==> src/rtl/alu_pkg.sv <==
// Shared definitions for the datapath ALU: default operand width and operation encoding.
package alu_pkg;

  localparam int unsigned ALU_WIDTH = 24;

  typedef enum logic [2:0] {
    ALU_ADD   = 3'd0,
    ALU_SUB   = 3'd1,
    ALU_MUL   = 3'd2,
    ALU_SHR   = 3'd3,
    ALU_INC   = 3'd4,
    ALU_PASSB = 3'd5,
    ALU_PASSA = 3'd6,
    ALU_ZERO  = 3'd7
  } alu_op_e;

endpackage

==> src/rtl/alu_core.sv <==
// Combinational ALU datapath: next result from op, A and B, truncated to WIDTH bits.
module alu_core
  import alu_pkg::*;
#(
  parameter int unsigned WIDTH = ALU_WIDTH
) (
  input  alu_op_e            i_op,
  input  logic [WIDTH-1:0]   i_a,
  input  logic [WIDTH-1:0]   i_b,
  output logic [WIDTH-1:0]   o_result
);

  always_comb begin
    o_result = '0;
    unique case (i_op)
      ALU_ADD:   o_result = i_a + i_b;
      ALU_SUB:   o_result = i_a - i_b;
      // Context width is WIDTH, so only the low product bits are ever formed.
      ALU_MUL:   o_result = i_a * i_b;
      ALU_SHR:   o_result = {1'b0, i_a[WIDTH-1:1]};
      ALU_INC:   o_result = i_a + WIDTH'(1);
      ALU_PASSB: o_result = i_b;
      ALU_PASSA: o_result = i_a;
      ALU_ZERO:  o_result = '0;
      default:   o_result = '0;
    endcase
  end

endmodule

==> src/rtl/alu.sv <==
// Registered ALU: one result and zero flag per cycle, 1-cycle latency, synchronous reset.
module alu
  import alu_pkg::*;
#(
  parameter int unsigned WIDTH = ALU_WIDTH
) (
  input  logic             clk,
  input  logic             rst,
  input  logic [2:0]       control_signal,
  input  logic [WIDTH-1:0] A_in,
  input  logic [WIDTH-1:0] B_in,
  output logic [WIDTH-1:0] C_out,
  output logic             Z
);

  alu_op_e          w_op;
  logic [WIDTH-1:0] w_result;
  logic [WIDTH-1:0] r_c;
  logic             r_z;

  assign w_op = alu_op_e'(control_signal);

  alu_core #(
    .WIDTH (WIDTH)
  ) u_core (
    .i_op     (w_op),
    .i_a      (A_in),
    .i_b      (B_in),
    .o_result (w_result)
  );

  // Flag is derived from the same next-state value so it always matches C_out.
  always_ff @(posedge clk) begin
    if (rst) begin
      r_c <= '0;
      r_z <= 1'b1;
    end else begin
      r_c <= w_result;
      r_z <= (w_result == '0);
    end
  end

  assign C_out = r_c;
  assign Z     = r_z;

endmodule

==> config.mk <==
export PLATFORM = sky130hd
export DESIGN_NAME = alu
export DESIGN_NICKNAME = d
export VERILOG_FILES = /design/src/rtl/alu_pkg.sv /design/src/rtl/alu_core.sv /design/src/rtl/alu.sv
export SDC_FILE = /design/constraint.sdc
export NUM_CORES = 1
export LEC_CHECK = 0
export ABC_AREA = 1
export BUFFER_PORTS_ARGS = -buffer_cell sky130_fd_sc_hd__buf_4
export CORE_UTILIZATION = 50
export CTS_BUF_LIST = sky130_fd_sc_hd__clkbuf_2 sky130_fd_sc_hd__clkbuf_4 sky130_fd_sc_hd__clkbuf_8
export DETAILED_ROUTE_END_ITERATION = 7
export MAX_ROUTING_LAYER = met4
export PLACE_DENSITY = 0.77
export REMOVE_ABC_BUFFERS = 1
export SYNTH_ARGS = -nofsm -noshare
export SYNTH_HDL_FRONTEND = slang
export SYNTH_SLANG_ARGS = --single-unit
==> constraint.sdc <==
create_clock -name clk -period 19.3 [get_ports clk]
set_input_delay 0.965 -clock clk [delete_from_list [all_inputs] [get_ports clk]]
set_output_delay 0.965 -clock clk [all_outputs]
set_load 0.01 [all_outputs]
==> results of run 1 <==
[flip-flops by register name (all words and copies together) (netlist names)]
name,flops
Z,1
C_out,24
[through the flow]
| step | instances | total power, mW | utilization |
|---|---|---|---|
| 5_1_grt | 2325 | 2.84 | 0.543 |
| 6_report | 2325 | 2.44 | 0.543 |
| 3_3_place_gp | 2321 | 2.36 | 0.541 |
| 4_1_cts | 2325 | 2.44 | 0.543 |
| 2_1_floorplan | 1913 | 1.83 | - |
| 3_5_place_dp | 2321 | 2.39 | 0.541 |
[report_power, final]
| group | switching [mW] | total (mW) | internal, mW |
|---|---|---|---|
| sequential | 0.00680 | 0.0708 | 0.0640 |
| clock | 0.0188 | 0.0335 | 0.0147 |
| combinational | 1.44 | 2.33 | 0.889 |
[worst paths after layout]
check | startpoint | endpoint | slack, ps | cells past startpoint
setup / recovery | B_in[9] | Z | 12420 | 27
hold / removal | rst | C_out[22] | 1020 | 2
[cell families (layout without fill, tap and decap cells)]
family,after synthesis,in the layout
flops,25,25
compound gates,207,207
simple gates,754,754
fa+ha+maj,321,321
xor+xnor,24,24
buf+inv,662,664
[layout make-up]
type	count	area [µm²]	share of cell area
Tap cell	330	413	0.0299
Sequential cell	25	500	0.0363
Clock buffer	3	41.3	0.00299
Multi-Input combinational cell	1306	10100	0.729
Timing Repair Buffer	78	586	0.0425
Inverter	582	2190	0.159
Clock inverter	1	7.51	0.000544
[worst max-delay path, delay by kind of cell]
family | cells | cell delay [ps]
AND/OR/NAND/NOR | 8 | 980
buffers and inverters | 6 | 580
AO/OA/AOI/OAI | 5 | 700
adder cells (fa/ha/maj) | 8 | 3880
[metal layers]
layer  vias up  track usage
met3       102       0.0331
met4         0        0.115
li1       5843            -
met1      5793        0.389
met2       526        0.510
met5         -            -
[placed cells by master (no fill, tap or decap), drive strengths merged, types with 3 or more instances in the layout]
master	n
a221oi	6
or2	3
clkbuf	3
buf	78
fa	214
a31oi	5
nor3	15
ha	107
nand3	81
dfxtp	25
a21oi	94
inv	580
nand2	541
nand4	11
nor2	91
xnor2	12
xor2	12
o211ai	4
o21a	6
nand3b	7
o21ai	67
o22ai	13
a21o	4
and3	3
==> results.toml, run 1 <==
[status]
status = "finished clean"

[synth]
synth-main-ff-cell = "sky130_fd_sc_hd__dfxtp_1"
postSynthCellCount = 1993
combinational_family_with_the_most_area_after_synthesis = "adder cells"
synthTopCellsByArea = "sky130_fd_sc_hd__fa_1, sky130_fd_sc_hd__inv_1, sky130_fd_sc_hd__nand2_1"
synthMostInstantiatedCell = "sky130_fd_sc_hd__inv_1"
netlist-cell-type-count = 46
post_synth_and_or_nand_nor_area_fraction = 0.235
synth.ff_latch_count = 25
yosys_warnings = 0
mapped_cell_area_mm2 = 0.0131
postSynthAreaPerCell_um2 = 6.57
post_synth_most_frequent_cells = "sky130_fd_sc_hd__inv_1, sky130_fd_sc_hd__nand2_1, sky130_fd_sc_hd__fa_1"
synth_compound_area_frac = 0.0877
synth_edf_count = 0
synth_top_area_cell = "sky130_fd_sc_hd__fa_1"
synth_xor_area_frac = 0.0161
postSynth.asyncResetShare = 0
synth_seq_area_share = 0.0382
synth_mux_area_frac = 0
post-synth-top-area-fraction = 0.327
synth_fa_ha_area_frac = 0.429

[timing]
transition_at_the_pin_with_the_smallest_max_transition_slack_ps = 915
max_freq_mhz = 145
final_critical_path_setup_slack_ps = 12420
finalSetupViolCount = 0
final.min_clock_period_ps = 6880
fin_tns_setup_ps = 0
final-max-slew-violation-count = 0
slew_headroom = 0.388
timing.final.hold_violations = 0
rsz0062_at_grt = "no"
final_min_period_over_clock_period = 0.356
worst_hold_margin_ps = 1020

[worst_setup_path]
worstSetupEndpointType = "flip-flop"
cpPeakStageDelay_ps = 550
top_cell_by_count_worst_path = "sky130_fd_sc_hd__fa_1"
worst-path-max-fanout = 20
crit_path_top_delay_cell = "sky130_fd_sc_hd__fa_1"
startpoint_type = "input port"
critical_path_required_ps = 19540
critPathKind = "in2reg"
crit_arrival_ps = 7120

[drt]
route.antenna.remaining_nets = 0
topRoutingLayerUsed = "met4"
pre_repair_dr_iteration_count = 5
route.met3.wl_mm = 3.13
drt-vias-per-instance = 5.27
remaining_drc_errors = 0
drt_iter0_drc = 1037
drt-wirelength-per-cell_um = 16.4
m1WireLength_mm = 15.5
route.final.wire_length_mm = 38.2
met2_length_mm = 17.9
detailroute.via_count = 12264

[pwr]
p_leak_nw = 8.62
vdd_drop_max_uv = 181
power-per-cell-area_mw_per_mm2 = 177

[clocking]
path_clk_slew_ps = 100
postCtsHoldBufs = 0
clock_sink_count = 25
ctsLongestPathBuffers = 2
cts_setup_buffers = 0
tritoncts_buffers = 3
clock_tree_from_tritoncts = "built"
postCtsResizedCells = 0
cts_htree_levels = 1
clk_root_buffer_cell = "sky130_fd_sc_hd__clkbuf_8"

[finish]
cell_area_after_layout_mm2 = 0.0138
syn2layout_area_growth_pct = 5.33
antenna_cells = 0
design.final.nets = 2370
filler_cell_count = 2496
final_layout_size_suffix_gt1_frac = 0.0521

[floorplan]
die_w_um = 164
design.die.area_mm2 = 0.0268
std_cell_rows = 58
ios = 78
design.core.area_mm2 = 0.0254
floorplan.die.height_um = 164
start_util = 0.515

[global_routing]
grt_max_degree = 28
grt_pass1_vias = 12524
antenna_found_initial = 0
globalRouteTotalUtil = 0.308
grt_first_pass_wirelength_mm = 62.5
grt_overflow_total = 0

[place]
gpl.final_weighted_congestion = 0.966
dp.final_hpwl_mm = 30.2
io_buffer_count = 77
post-place-ws_ps = 12120
dpl_cell_area_mm2 = 0.0137

[worst_hold_path]
holdCritPathClass = "in2reg"

[job]
drv.max_cap_violation_count = 0
Note: power is estimated with default switching activity, not from simulation.
==> run 2: changes to the inputs <==
--- a/config.mk
+++ b/config.mk
@@ -11,7 +11,7 @@
 export CTS_BUF_LIST = sky130_fd_sc_hd__clkbuf_2 sky130_fd_sc_hd__clkbuf_4 sky130_fd_sc_hd__clkbuf_8
 export DETAILED_ROUTE_END_ITERATION = 7
 export MAX_ROUTING_LAYER = met4
-export PLACE_DENSITY = 0.77
+export PLACE_DENSITY = 0.79
 export REMOVE_ABC_BUFFERS = 1
 export SYNTH_ARGS = -nofsm -noshare
 export SYNTH_HDL_FRONTEND = slang
==> constraint.sdc (replaced) <==
create_clock -name clk -period 6.3 [get_ports clk]
set_input_delay 0.315 -clock clk [delete_from_list [all_inputs] [get_ports clk]]
set_output_delay 0.315 -clock clk [all_outputs]
set_load 0.01 [all_outputs]
==> run 2 against run 1 <==
Die area did not move. Critical path depth rose by 3. Final cell count rose by 1.6%. Clock power rose to 3.0 times the previous value. Setup slack got worse by 12000 ps. Non-clock buffer count rose by 37. Critical endpoint unchanged. Largest cell class unchanged. Largest power group unchanged.
==> results.toml, run 2 (synthesis results as in run 1) <==
[global_routing]
grt.met1_usage = 0.407
grt_pass1_vias = 12804
globalRouteTotalUtil = 0.322
busiest_layer = "met2"
use_met3 = 0.0328
grt_overflow_total = 0
grtUsageMet2 = 0.534
grt_max_degree = 28
antenna_found_initial = 0
grt_first_pass_wirelength_mm = 64.7

[worst_setup_path]
worst-path-max-fanout = 14
crit_path_top_delay_cell = "sky130_fd_sc_hd__fa_1"
first_element_of_the_critical_path = "B_in[0]"
crit_arrival_ps = 6260
critical_path_required_ps = 6540
worstSetupEndpointType = "flip-flop"
critPathKind = "in2reg"
startpoint_type = "input port"
cpPeakStageDelay_ps = 560

[finish]
syn2layout_area_growth_pct = 7.52
seq_area_um2 = 500
filler_cell_count = 2495
layout_commonest_cell = "sky130_fd_sc_hd__inv_1"
antenna_cells = 0
multi_input_gate_area_in_the_final_layout_mm2 = 0.0101
cell_area_after_layout_mm2 = 0.0141
final_layout_size_suffix_gt1_frac = 0.0704
largest_reg_flops = 24
design.final.nets = 2407
final_cell_mix = "sky130_fd_sc_hd__inv_1, sky130_fd_sc_hd__nand2_1, sky130_fd_sc_hd__fa_1"
final_core_utilization = 0.554

[pwr]
power.total_mw = 7.69
power-per-cell-area_mw_per_mm2 = 546
p_leak_nw = 8.80
vdd_drop_max_uv = 638

[drt]
drt_iter0_drc = 1087
drt-vias-per-instance = 5.31
route.antenna.remaining_nets = 0
route.final.wire_length_mm = 39.9
detailroute.via_count = 12547
drt-wirelength-per-cell_um = 16.9
remaining_drc_errors = 0
pre_repair_dr_iteration_count = 6

[floorplan]
ios = 78
design.die.area_mm2 = 0.0268
floorplan.die.height_um = 164
design.core.area_mm2 = 0.0254
start_util = 0.515
std_cell_rows = 58
die_w_um = 164

[place]
dpl_cell_area_mm2 = 0.0140
dp.final_hpwl_mm = 33.6
io_buffer_count = 77
gpl.final_weighted_congestion = 1.05

[worst_hold_path]
whs_path_depth = 2
whs_endpoint = "C_out[3]"
holdCritPathClass = "in2reg"
hp-start = "rst"

[clocking]
cts_htree_levels = 1
ctsLongestPathBuffers = 2
postCtsHoldBufs = 0
clk_root_buffer_cell = "sky130_fd_sc_hd__clkbuf_8"
clock_sink_count = 25
path_clk_slew_ps = 90
clock_tree_from_tritoncts = "built"
tritoncts_buffers = 3

[timing]
finalSetupViolCount = 0
timing.final.hold_violations = 0
final-max-slew-violation-count = 0
fin_tns_setup_ps = 0
transition_at_the_pin_with_the_smallest_max_transition_slack_ps = 833
slew_headroom = 0.443
final.min_clock_period_ps = 6020
final_min_period_over_clock_period = 0.956
max_freq_mhz = 166
rsz0062_at_grt = "no"

[status]
status = "finished clean"

[job]
drv.max_cap_violation_count = 0
run 2: metal layers:
layer / vias up / share of wire
met4: 0 / 0.043
li1: 5914 / -
met2: 590 / 0.47
met5: - / 0
met1: 5932 / 0.40
met3: 111 / 0.085
run 2: worst max-delay path: cells and delay by family:
family,cells,cell delay [ps]
buffers and inverters,6,470
AND/OR/NAND/NOR,13,1190
adder cells (fa/ha/maj),8,3700
AO/OA/AOI/OAI,3,550
run 2: area by class of cell:
class | count | area share
Multi-Input combinational cell | 1306 | 0.715
Inverter | 582 | 0.155
Timing Repair Buffer | 115 | 0.0616
Sequential cell | 25 | 0.0356
Tap cell | 330 | 0.0293
Clock buffer | 3 | 0.00293
Clock inverter | 1 | 0.000533
run 2: repair_timing:
action / CTS / global route
setup endpoints to repair: 0 / 2
hold endpoints to repair: 0 / 0
setup buffers: 0 / 0
gates resized for setup: 0 / 5
run 2: through the flow:
step | hold WS [ps] | setup WS, ps | std cells
6_report | 371 | 280 | 2362
5_1_grt | 382 | 4.17 | 2362
4_1_cts | 372 | 292 | 2362
3_5_place_dp | 665 | 17.7 | 2358
3_3_place_gp | 665 | 58.7 | 2358
2_1_floorplan | 384 | 661 | 1913
run 2: worst max path at each step:
stage          endpoint  slack [ps]  cells after the start
5_1_grt               Z           4                     30
3_5_place_dp          Z          20                     27
4_1_cts               Z         290                     27
2_1_floorplan         Z         660                     28
3_3_place_gp          Z          60                     27
6_report              Z         280                     30
run 2: report_power, final:
group          total (mW)  switching (mW)  internal (mW)  leakage, nW
registers           0.217          0.0214          0.196        0.207
logic                7.37            4.53           2.84         8.57
clock network       0.102          0.0570         0.0451       0.0217
